File: src/rtl/uart_rx_mmio_if.sv
// uart_rx_mmio_if: pipeline data-bus bundle for the memory-mapped UART receiver.
//   mem_valid  : access strobe             (master -> slave)
//   mem_write  : 1 = write, 0 = read       (master -> slave)
//   mem_wmask  : byte write mask           (master -> slave)
//   mem_wdata  : write data                (master -> slave)
//   mem_addr   : byte address              (master -> slave)
//   mem_rdata  : read data, one cycle late (slave -> master)
//   rsel       : read-hit flag for the mux (slave -> master)
interface uart_rx_mmio_if;
  logic        mem_valid;
  logic        mem_write;
  logic [3:0]  mem_wmask;
  logic [31:0] mem_wdata;
  logic [31:0] mem_addr;
  logic [31:0] mem_rdata;
  logic        rsel;

  modport master (
    output mem_valid, mem_write, mem_wmask, mem_wdata, mem_addr,
    input  mem_rdata, rsel
  );

  modport slave (
    input  mem_valid, mem_write, mem_wmask, mem_wdata, mem_addr,
    output mem_rdata, rsel
  );
endinterface

File: src/rtl/uart_rx_mmio.sv
// uart_rx_mmio: memory-mapped 8N1 UART receiver with a small byte FIFO.
//   clk      : clock, rising edge
//   rstn     : synchronous active-low reset
//   bus      : data-bus slave (see uart_rx_mmio_if); RXDATA at BASE+0x04 pops,
//              STATUS at BASE+0x10 = {frame_err, overrun, rx_avail, tx_ready}
//   rx       : asynchronous serial input, idle high
//   tx_ready : transmitter-ready flag mirrored into STATUS bit0
module uart_rx_mmio #(
  parameter logic [31:0] BASE_ADDR = 32'h7000_0000,
  parameter int unsigned CLK_DIV   = 434,
  parameter int unsigned FIFO_AW   = 2
) (
  input  logic          clk,
  input  logic          rstn,
  uart_rx_mmio_if.slave bus,
  input  logic          rx,
  input  logic          tx_ready
);
  localparam int unsigned       CW          = $clog2(CLK_DIV);
  localparam int unsigned       DEPTH       = 1 << FIFO_AW;
  localparam logic [CW-1:0]     HALF_LOAD   = CW'(CLK_DIV / 2 - 1);
  localparam logic [CW-1:0]     BIT_LOAD    = CW'(CLK_DIV - 1);
  localparam logic [CW-1:0]     CNT_ZERO    = CW'(0);
  localparam logic [CW-1:0]     CNT_ONE     = CW'(1);
  localparam logic [FIFO_AW:0]  FULL_CNT    = (FIFO_AW + 1)'(DEPTH);
  localparam logic [FIFO_AW:0]  CNT_EMPTY   = (FIFO_AW + 1)'(0);
  localparam logic [31:0]       RXDATA_ADDR = BASE_ADDR + 32'h0000_0004;
  localparam logic [31:0]       STATUS_ADDR = BASE_ADDR + 32'h0000_0010;

  typedef enum logic [2:0] {S_IDLE, S_START, S_DATA, S_STOP, S_BREAK} state_t;

  logic               r_rx_meta, r_rs;
  state_t             r_state, w_state_n;
  logic [CW-1:0]      r_cnt, w_cnt_n;
  logic [2:0]         r_idx, w_idx_n;
  logic [7:0]         r_shift, w_shift_n;
  logic               w_push, w_frame_set;

  logic [7:0]         r_fifo [0:DEPTH-1];
  logic [FIFO_AW-1:0] r_wp, r_rp;
  logic [FIFO_AW:0]   r_count;
  logic               r_overrun, r_frame_err;
  logic [31:0]        r_rdata;
  logic               r_rsel;

  logic               w_empty, w_full, w_hit_rx, w_hit_st, w_rd_hit, w_pop;
  logic               w_push_ok, w_ovr_set, w_st_wr, w_clr_ovr, w_clr_fe;
  logic [31:0]        w_status, w_rd_value;
  logic               w_unused_bits;

  assign w_empty   = (r_count == CNT_EMPTY);
  assign w_full    = (r_count == FULL_CNT);
  assign w_hit_rx  = (bus.mem_addr == RXDATA_ADDR);
  assign w_hit_st  = (bus.mem_addr == STATUS_ADDR);
  assign w_rd_hit  = bus.mem_valid & ~bus.mem_write & (w_hit_rx | w_hit_st);
  assign w_pop     = bus.mem_valid & ~bus.mem_write & w_hit_rx & ~w_empty;
  // A pop in the same cycle frees a slot, so a push into a full FIFO still lands.
  assign w_push_ok = w_push & (~w_full | w_pop);
  assign w_ovr_set = w_push & w_full & ~w_pop;
  assign w_st_wr   = bus.mem_valid & bus.mem_write & w_hit_st & bus.mem_wmask[0];
  assign w_clr_ovr = w_st_wr & bus.mem_wdata[2];
  assign w_clr_fe  = w_st_wr & bus.mem_wdata[3];
  assign w_status  = {28'h000_0000, r_frame_err, r_overrun, ~w_empty, tx_ready};
  assign w_unused_bits = &{1'b0, bus.mem_wdata[31:4], bus.mem_wdata[1:0], bus.mem_wmask[3:1]};

  assign bus.mem_rdata = r_rdata;
  assign bus.rsel      = r_rsel;

  // rx synchroniser, receive FSM state and datapath registers
  always_ff @(posedge clk) begin
    if (!rstn) begin
      r_rx_meta <= 1'b1;
      r_rs      <= 1'b1;
      r_state   <= S_IDLE;
      r_cnt     <= CNT_ZERO;
      r_idx     <= 3'd0;
      r_shift   <= 8'h00;
    end else begin
      r_rx_meta <= rx;
      r_rs      <= r_rx_meta;
      r_state   <= w_state_n;
      r_cnt     <= w_cnt_n;
      r_idx     <= w_idx_n;
      r_shift   <= w_shift_n;
    end
  end

  // receive FSM next-state, bit timing and byte assembly
  always_comb begin
    w_state_n   = r_state;
    w_cnt_n     = r_cnt;
    w_idx_n     = r_idx;
    w_shift_n   = r_shift;
    w_push      = 1'b0;
    w_frame_set = 1'b0;
    case (r_state)
      S_IDLE: begin
        if (!r_rs) begin
          w_cnt_n   = HALF_LOAD;
          w_state_n = S_START;
        end else begin
          w_state_n = S_IDLE;
        end
      end
      S_START: begin
        if (r_cnt != CNT_ZERO) begin
          w_cnt_n = r_cnt - CNT_ONE;
        end else if (!r_rs) begin
          w_cnt_n   = BIT_LOAD;
          w_idx_n   = 3'd0;
          w_state_n = S_DATA;
        end else begin
          // start bit vanished by mid-bit: treat as a glitch
          w_state_n = S_IDLE;
        end
      end
      S_DATA: begin
        if (r_cnt != CNT_ZERO) begin
          w_cnt_n = r_cnt - CNT_ONE;
        end else begin
          w_shift_n[r_idx] = r_rs;
          w_cnt_n          = BIT_LOAD;
          if (r_idx == 3'd7) begin
            w_state_n = S_STOP;
          end else begin
            w_idx_n = r_idx + 3'd1;
          end
        end
      end
      S_STOP: begin
        if (r_cnt != CNT_ZERO) begin
          w_cnt_n = r_cnt - CNT_ONE;
        end else if (r_rs) begin
          w_push    = 1'b1;
          w_state_n = S_IDLE;
        end else begin
          w_frame_set = 1'b1;
          w_state_n   = S_BREAK;
        end
      end
      S_BREAK: begin
        if (r_rs) begin
          w_state_n = S_IDLE;
        end else begin
          w_state_n = S_BREAK;
        end
      end
      default: begin
        w_state_n = S_IDLE;
      end
    endcase
  end

  // FIFO storage write port (contents need no reset; count gates visibility)
  always_ff @(posedge clk) begin
    if (w_push_ok) begin
      r_fifo[r_wp] <= r_shift;
    end else begin
      r_fifo[r_wp] <= r_fifo[r_wp];
    end
  end

  // FIFO pointers, occupancy count and sticky error flags
  always_ff @(posedge clk) begin
    if (!rstn) begin
      r_wp        <= '0;
      r_rp        <= '0;
      r_count     <= CNT_EMPTY;
      r_overrun   <= 1'b0;
      r_frame_err <= 1'b0;
    end else begin
      if (w_push_ok) r_wp <= r_wp + 1'b1;
      if (w_pop)     r_rp <= r_rp + 1'b1;
      case ({w_push_ok, w_pop})
        2'b10:   r_count <= r_count + 1'b1;
        2'b01:   r_count <= r_count - 1'b1;
        default: r_count <= r_count;
      endcase
      // a new error event in the same cycle as a clear wins, so it is never lost
      if (w_ovr_set)      r_overrun <= 1'b1;
      else if (w_clr_ovr) r_overrun <= 1'b0;
      else                r_overrun <= r_overrun;
      if (w_frame_set)    r_frame_err <= 1'b1;
      else if (w_clr_fe)  r_frame_err <= 1'b0;
      else                r_frame_err <= r_frame_err;
    end
  end

  // read-data selection for the accessed register
  always_comb begin
    w_rd_value = w_status;
    if (w_hit_rx) begin
      if (w_empty) begin
        w_rd_value = 32'hFFFF_FFFF;
      end else begin
        w_rd_value = {24'h00_0000, r_fifo[r_rp]};
      end
    end else begin
      w_rd_value = w_status;
    end
  end

  // one-cycle registered read response; rdata holds between hitting reads
  always_ff @(posedge clk) begin
    if (!rstn) begin
      r_rdata <= 32'h0000_0000;
      r_rsel  <= 1'b0;
    end else begin
      r_rsel <= w_rd_hit;
      if (w_rd_hit) r_rdata <= w_rd_value;
      else          r_rdata <= r_rdata;
    end
  end
endmodule

File: src/flat_wrapper.sv
// flat-port wrapper written by rule: the top's interface ports become plain ports
module uart_rx_mmio_flat 
#(
  parameter logic [31:0] BASE_ADDR = 32'h7000_0000,
  parameter int unsigned CLK_DIV   = 434,
  parameter int unsigned FIFO_AW   = 2
)
  (clk, rstn, rx, tx_ready, bus_mem_valid, bus_mem_write, bus_mem_wmask, bus_mem_wdata, bus_mem_addr, bus_mem_rdata, bus_rsel);
  uart_rx_mmio_if bus_i ();
  input  logic clk;
  input  logic rstn;
  input  logic rx;
  input  logic tx_ready;
  input wire logic [$bits(bus_i.mem_valid)-1:0] bus_mem_valid;
  input wire logic [$bits(bus_i.mem_write)-1:0] bus_mem_write;
  input wire logic [$bits(bus_i.mem_wmask)-1:0] bus_mem_wmask;
  input wire logic [$bits(bus_i.mem_wdata)-1:0] bus_mem_wdata;
  input wire logic [$bits(bus_i.mem_addr)-1:0] bus_mem_addr;
  output wire logic [$bits(bus_i.mem_rdata)-1:0] bus_mem_rdata;
  output wire logic [$bits(bus_i.rsel)-1:0] bus_rsel;
  assign bus_i.mem_valid = bus_mem_valid;
  assign bus_i.mem_write = bus_mem_write;
  assign bus_i.mem_wmask = bus_mem_wmask;
  assign bus_i.mem_wdata = bus_mem_wdata;
  assign bus_i.mem_addr = bus_mem_addr;
  assign bus_mem_rdata = bus_i.mem_rdata;
  assign bus_rsel = bus_i.rsel;
  uart_rx_mmio #(.BASE_ADDR(BASE_ADDR), .CLK_DIV(CLK_DIV), .FIFO_AW(FIFO_AW)) u_core (.clk(clk), .rstn(rstn), .bus(bus_i), .rx(rx), .tx_ready(tx_ready));
endmodule
File: config.mk
export PLATFORM = sky130hd
export DESIGN_NAME = uart_rx_mmio_flat
export DESIGN_NICKNAME = d
export VERILOG_FILES = /design/src/rtl/uart_rx_mmio_if.sv /design/src/rtl/uart_rx_mmio.sv /design/src/flat_wrapper.sv
export SDC_FILE = /design/constraint.sdc
export NUM_CORES = 1
export LEC_CHECK = 0
export BUFFER_PORTS_ARGS = -buffer_cell sky130_fd_sc_hd__buf_2
export CAP_MARGIN = 20
export CORE_ASPECT_RATIO = 1.5
export CORE_MARGIN = 4
export CORE_UTILIZATION = 46
export CTS_CLUSTER_DIAMETER = 30
export DETAILED_ROUTE_END_ITERATION = 8
export PLACE_DENSITY_LB_ADDON = 0.1
export SLEW_MARGIN = 20
export SYNTH_ARGS = -nofsm -noshare
export SYNTH_HDL_FRONTEND = slang
export SYNTH_SLANG_ARGS = --single-unit
File: constraint.sdc
create_clock -name clk -period 3.7 [get_ports clk]
set_clock_uncertainty 0.2 [all_clocks]
set_input_delay 0.74 -clock clk [delete_from_list [all_inputs] [get_ports clk]]
set_output_delay 0.74 -clock clk [all_outputs]
set_load 0.02 [all_outputs]
-- Yosys cells after proc, flatten, opt, wreduce, memory -nomap -nowiden
Memory sizes are Yosys's and may differ from the RTL's. A register that Yosys moved wholly into a read port is not among the register bits.
Index checks and enable logic that the tools add are counted.
- output and inout port bits: 33
- flip-flop bits (word level): 67
- memory bits (writable): 32
- logic and storage cells: 117
- bits of input ports: 74
- memories: 1
- memories (memory ; words ; width ; read ports ; clocked after memory_dff ; wr ports ; line ; text):
    u_core.r_fifo ; 4 ; 8 ; 1 ; 1 ; 1 ; uart_rx_mmio.sv:39 ; logic [7:0] r_fifo [0:DEPTH-1];
- mux-type cells: 41
- bitwise gates (word level): 20
- reductions and logical operators: 14
- order comparisons: 2
- equality and inequality tests: 20
- add/sub/neg operators: 6
- operator list (kind ; number):
    $eq 32x31->1 const B ; 2
    $mux 32 ; 2
    $mux 9 ; 5
    $pmux 9 s4 ; 1
    $mux 3 ; 9
    $mux 1 ; 15
    $pmux 3 s5 ; 1
    $and 1x1->1 ; 12
    $ne 2x2->1 const B ; 6
    $pmux 3 s2 ; 2
    $eq 3x3->1 const B ; 3
    $reduce_bool 9->1 ; 1
    $sub 9x1->9 const B ; 1
    $bwmux 8 ; 1
    $mux 8 ; 1
    $reduce_and 4->1 ; 2
    $reduce_bool 2->1 ; 4
    $add 3x1->3 const B ; 2
    $eq 3x2->1 const B ; 2
    $logic_not 3->1 ; 2
    $mux 2 ; 3
    $not 1->1 ; 5
    $reduce_and 5->1 ; 1
    $add 2x1->2 const B ; 2
    other kinds (14) ; 18

-- Logic depth before layout (Yosys ltp)
- word-level depth: 9
- mapped depth: 14
- depth with buffers taken out: 13

-- Least setup slack after synthesis
OpenSTA, ideal clock, no wires.
- path kind: in2reg
- from: input port bus_mem_addr[3]
- to: register u_core.r_count[2]
- path buffers: 0
- path slack: 0.265 ns
- data arrival time: 3.159 ns
- data required time: 3.424 ns
- cell stages on the path: 10
- setup time: 0.076 ns
- cell sequence: nor4_1 > nand4_1 > or2_2 > nor4_1 > ha_1 > inv_1 > fa_1 > xor2_1 > or3_1 > a21boi_0
- word-level cells in the longest chain between the ends: 7
- elaborated cells on any way between the ends: 9
- classes of those cells: eq/ne (3); mux (1); bitwise (4); reduce/logical (1)
- RTL lines (what ; line ; text):
    start, declared ; flat_wrapper.sv:18 ; input wire logic [$bits(bus_i.mem_addr)-1:0] bus_mem_addr;
    $eq 32x31->1 (*) ; uart_rx_mmio.sv:53 ; assign w_hit_rx = (bus.mem_addr == RXDATA_ADDR);
    $and 1x1->1 (*) (2 in series) ; uart_rx_mmio.sv:56 ; assign w_pop = bus.mem_valid & ~bus.mem_write & w_hit_rx & ~w_empty;
    net u_core.w_pop ; uart_rx_mmio.sv:46 ; logic w_empty, w_full, w_hit_rx, w_hit_st, w_rd_hit, w_pop;
    $or 1x1->1 ; uart_rx_mmio.sv:58 ; assign w_push_ok = w_push & (~w_full | w_pop);
    $and 1x1->1 ; uart_rx_mmio.sv:58 ;
    $eq 2x1->1 or $eq 2x2->1 (tied branches) ; uart_rx_mmio.sv:174 ; case ({w_push_ok, w_pop})
    $pmux 3 s2 or $reduce_bool 2->1 (tied branches) ; -- ;
    end signal, assigned ; uart_rx_mmio.sv:175 ; 2'b10: r_count <= r_count + 1'b1;
    end signal, assigned ; uart_rx_mmio.sv:176 ; 2'b01: r_count <= r_count - 1'b1;
    end signal, assigned ; uart_rx_mmio.sv:177 ; default: r_count <= r_count;
    end, declared ; uart_rx_mmio.sv:41 ; logic [FIFO_AW:0] r_count;
The timed path passes the listed nets; every way through them passes the cells marked *.
A chain may end at the register's enable or synchronous reset.

-- Worst setup path after layout
- from: register u_core.r_cnt[0]
- to: register u_core.r_count[2]
- word-level cells in the longest chain between the ends: 6
- elaborated cells on any way between the ends: 8
- classes of those cells: eq/ne (2); mux (3); bitwise (1); reduce/logical (2)
- RTL lines (what ; line ; text):
    start, declared ; uart_rx_mmio.sv:34 ; logic [CW-1:0] r_cnt, w_cnt_n;
    start signal, assigned ; uart_rx_mmio.sv:82 ; r_cnt <= w_cnt_n;
    $reduce_bool 9->1 (*) ; uart_rx_mmio.sv:131 ; if (r_cnt != CNT_ZERO) begin
    $mux 1 (*) ; uart_rx_mmio.sv:131 ;
    $mux 1 (*) ; uart_rx_mmio.sv:96 ; case (r_state)
    $and 1x1->1 (*) ; uart_rx_mmio.sv:58 ;
    $eq 2x1->1 or $eq 2x2->1 (tied branches) ; uart_rx_mmio.sv:174 ;
    $pmux 3 s2 or $reduce_bool 2->1 (tied branches) ; -- ;
Every way passes the cells marked *; elsewhere a longest branch is shown, timed or not.

==> flow_metrics.py <==
metrics = {
    "route": {
        "vias": 2857,
        "drtAntennaViolNets": 0,
        "drc_errors": 0,
        "viasPerCell": 5.45,
        "first_pass_iters": 4,
        "drt-total-wl_um": 7960,
        "wire_per_inst_um": 15.2,
        "initialDrtViolationCount": 97,
    },
    "global_routing": {
        "first_global_vias": 2696,
        "grt_use_total_pct": 17.1,
        "grt_overflow": 0,
        "gr-usage-met3_pct": 4.80,
        "grt_pass1_wl_um": 12700,
        "top_usage_layer": "met2",
        "use_met1_pct": 18.4,
        "antenna_found_initial": 0,
        "use_met2_pct": 30.1,
        "grt_max_degree": 38,
    },
    "synth": {
        "synth_edf_count": 32,
        "synthArstFlopShare_pct": 0,
        "ys_ff_latch": 78,
        "ys.warnings.count": 0,
        "synth.area.top_cells": "edfxtp_1 25%, dfxtp_1 24%, mux4_2 4.7%, buf_4 4.5%, nand2_1 3.2%",
        "ys_top_cells_by_count": "46 x dfxtp_1, 33 x nand2_1, 32 x edfxtp_1",
        "synth_largest_area_cell": "edfxtp_1",
        "synthDistinctLibCells": 57,
        "syn_inst": 363,
        "synth_flop_cell": "dfxtp_1",
        "yosys.cell_count.top_type": "dfxtp_1",
        "ys_seq_area_share_pct": 48.9,
        "synth_fp_nets": 446,
        "syn_avg_cell_area_um2": 10.6,
        "yosysTopAreaCellShare_pct": 25.0,
        "synth_area_um2": 3850,
    },
    "floorplanning": {
        "dieArea_um2": 9920,
        "coreArea_um2": 8110,
        "io-pin-count": 107,
        "fp-row-count": 40,
        "initial_utilization_pct": 47.5,
        "die_x_um": 82.7,
        "die_height_um": 120,
    },
    "sta": {
        "rsz0062_at_grt": "false",
        "finalCritPeriodShare_pct": 92.2,
        "slew_viol_final": 0,
        "min_period_ns": 3.41,
        "fmax_mhz": 293,
        "slew-limit-headroom_pct": 56.1,
        "worstMarginPinSlew_ns": 0.652,
        "setup_viol": 0,
        "finalHoldViolCount": 0,
        "fin_setup_tns_ns": 0,
    },
    "power": {
        "switching_share_pct": 23.7,
        "p_int_w": 0.00142,
        "clkPwrFrac_pct": 42.5,
        "p_switching_w": 0.000440,
        "power_w": 0.00186,
        "p_leak_nw": 1.73,
        "vdd_ir_drop_max_mv": 0.285,
        "power_density_nw_per_um2": 419,
        "p_comb_share_pct": 8.7,
        "p_seq_share_pct": 48.8,
    },
    "cts": {
        "ctsHoldBuffers": 0,
        "clock-root-buffer": "clkbuf_16",
        "cts_resized": 0,
        "clock-sinks": 78,
        "htree_num_levels": 3,
        "cts.clk_slew.worst_paths_ns": 0.06,
        "clock_latency_ns": 0.33,
        "tritoncts": "built",
        "post_cts_buffers": 0,
        "cts_made_buffers": 9,
        "cts_buffer_depth": 2,
    },
    "finish": {
        "final_util_pct": 54.7,
        "synthToLayoutAreaGrowth_pct": 15.3,
        "nets": 497,
        "finalInstanceArea_um2": 4440,
        "layout-drive-gt1-share_pct": 27.7,
        "antenna_cells": 0,
    },
    "status": {
        "status": "finished, final reports clean",
    },
    "setup_path": {
        "cp_max_fo": 5,
        "path_cells": "inv_1 > ha_1 > or4b_1 > or3_4 > or3_1 > a21oi_1 > inv_1 > ha_1 > inv_1 > fa_1 > xor2_1 > or3_1 > a21boi_0",
        "start_kind": "register",
        "crit_slowest_cell": "or4b_1",
        "cp-end-kind": "register",
        "crit_path_frequent_cell": "inv_1",
        "max_stage_delay_ns": 0.46,
        "worstPathArrival_ns": 3.47,
        "crit_type": "register to register",
        "required_ns": 3.76,
    },
    "placement": {
        "gp_congestion": 0.771,
        "portBuffers": 73,
        "dp_hpwl_um": 5800,
        "dpl_cell_area_um2": 4170,
    },
    "flow_run": {
        "drv_cap": 0,
    },
    "hold_path": {
        "min_path_type": "register to register",
    },
}
cell type report:
class                           count  area [um2]
Inverter                           12        45.0
Multi-Input combinational cell    230        1670
Tap cell                          105         131
Sequential cell                    78        1880
Fill cell                         715        3670
Timing Repair Buffer               83         440
Clock inverter                      6        37.5
Clock buffer                       10         229
worst max-delay path, delay by kind of cell (launching register included):
family | cells | cell delay, ns
DFF | 1 | 0.32
adders and majority gates | 3 | 0.56
and+or+nand+nor | 4 | 1.63
AOI/OAI and AO/OA | 2 | 0.34
xor gates and xnor gates | 1 | 0.07
buffers and inverters | 3 | 0.22
registers in the layout (all words and copies together), names as in the netlist, named ones only:
signal,count
u_core.r_fifo,32
u_core.bus.mem_rdata,9
u_core.r_cnt,9
u_core.r_shift,8
u_core.r_count,3
u_core.r_idx,3
u_core.r_state,3
u_core.r_rp,2
u_core.r_wp,2
u_core.bus.rsel,1
u_core.r_frame_err,1
u_core.r_overrun,1
u_core.r_rs,1
u_core.r_rx_meta,1
through the flow:
stage | setup slack, ns | cells | hold slack, ns
after floorplan | 0.265 | 363 | 0.186
after global placement | 0.0737 | 508 | 0.193
after detailed placement | 0.0400 | 508 | 0.194
after CTS | 0.282 | 524 | 0.207
after global routing | 0.0786 | 524 | 0.213
final | 0.290 | 524 | 0.203
layer usage:
layer / up-vias / share of wire, %
met5: - / 0
met2: 91 / 51
met4: 0 / 2.7
li1: 1425 / -
met1: 1323 / 39
met3: 18 / 7.2
cell usage in the layout, fill, tap and decap left out, types with 7 or more instances in the layout:
| master | n |
|---|---|
| buf_2 | 73 |
| dfxtp_1 | 46 |
| nand2_1 | 33 |
| edfxtp_1 | 32 |
| nor2_1 | 16 |
| o21ai_0 | 13 |
| a21boi_0 | 13 |
| nor4_1 | 12 |
| inv_1 | 12 |
| mux2i_1 | 10 |
| buf_4 | 10 |
| clkbuf_16 | 9 |
| nand2b_1 | 8 |
| a21oi_1 | 8 |
| mux4_2 | 8 |
| nand3_1 | 8 |
| ha_1 | 8 |
| nor3_1 | 7 |
| and2_1 | 7 |
worst paths after layout:
| path | from | to | slack, ns | cells past startpoint |
|---|---|---|---|---|
| worst max-delay path | u_core.r_cnt[0] | u_core.r_count[2] | 0.29 | 13 |
| worst min-delay path | u_core.r_rx_meta | u_core.r_rs | 0.20 | 1 |
| worst max register to register | u_core.r_cnt[0] | u_core.r_count[2] | 0.29 | 13 |
| worst min register to register | u_core.r_rx_meta | u_core.r_rs | 0.20 | 1 |
power groups by stage:
stage | registers (W) | logic, W | clock network, W
after floorplan | 0.000922 | 0.000101 | 0
after global routing | 0.000908 | 0.000180 | 0.000851
after detailed placement | 0.000926 | 0.000161 | 0
final | 0.000908 | 0.000162 | 0.000790
after global placement | 0.000926 | 0.000159 | 0
after CTS | 0.000907 | 0.000162 | 0.000815
logic make-up (layout without fill, tap and decap cells):
group,after synthesis,after routing,synth area share [%]
muxes,18,18,7.28
buffers and inverters,55,111,7.64
and+or+nand+nor,131,131,19.1
xor gates and xnor gates,4,4,0.911
adders and majority gates,9,9,3.12
AOI/OAI and AO/OA,68,68,13.0
DFF,78,78,48.9
(Power assumes the default switching activity.)
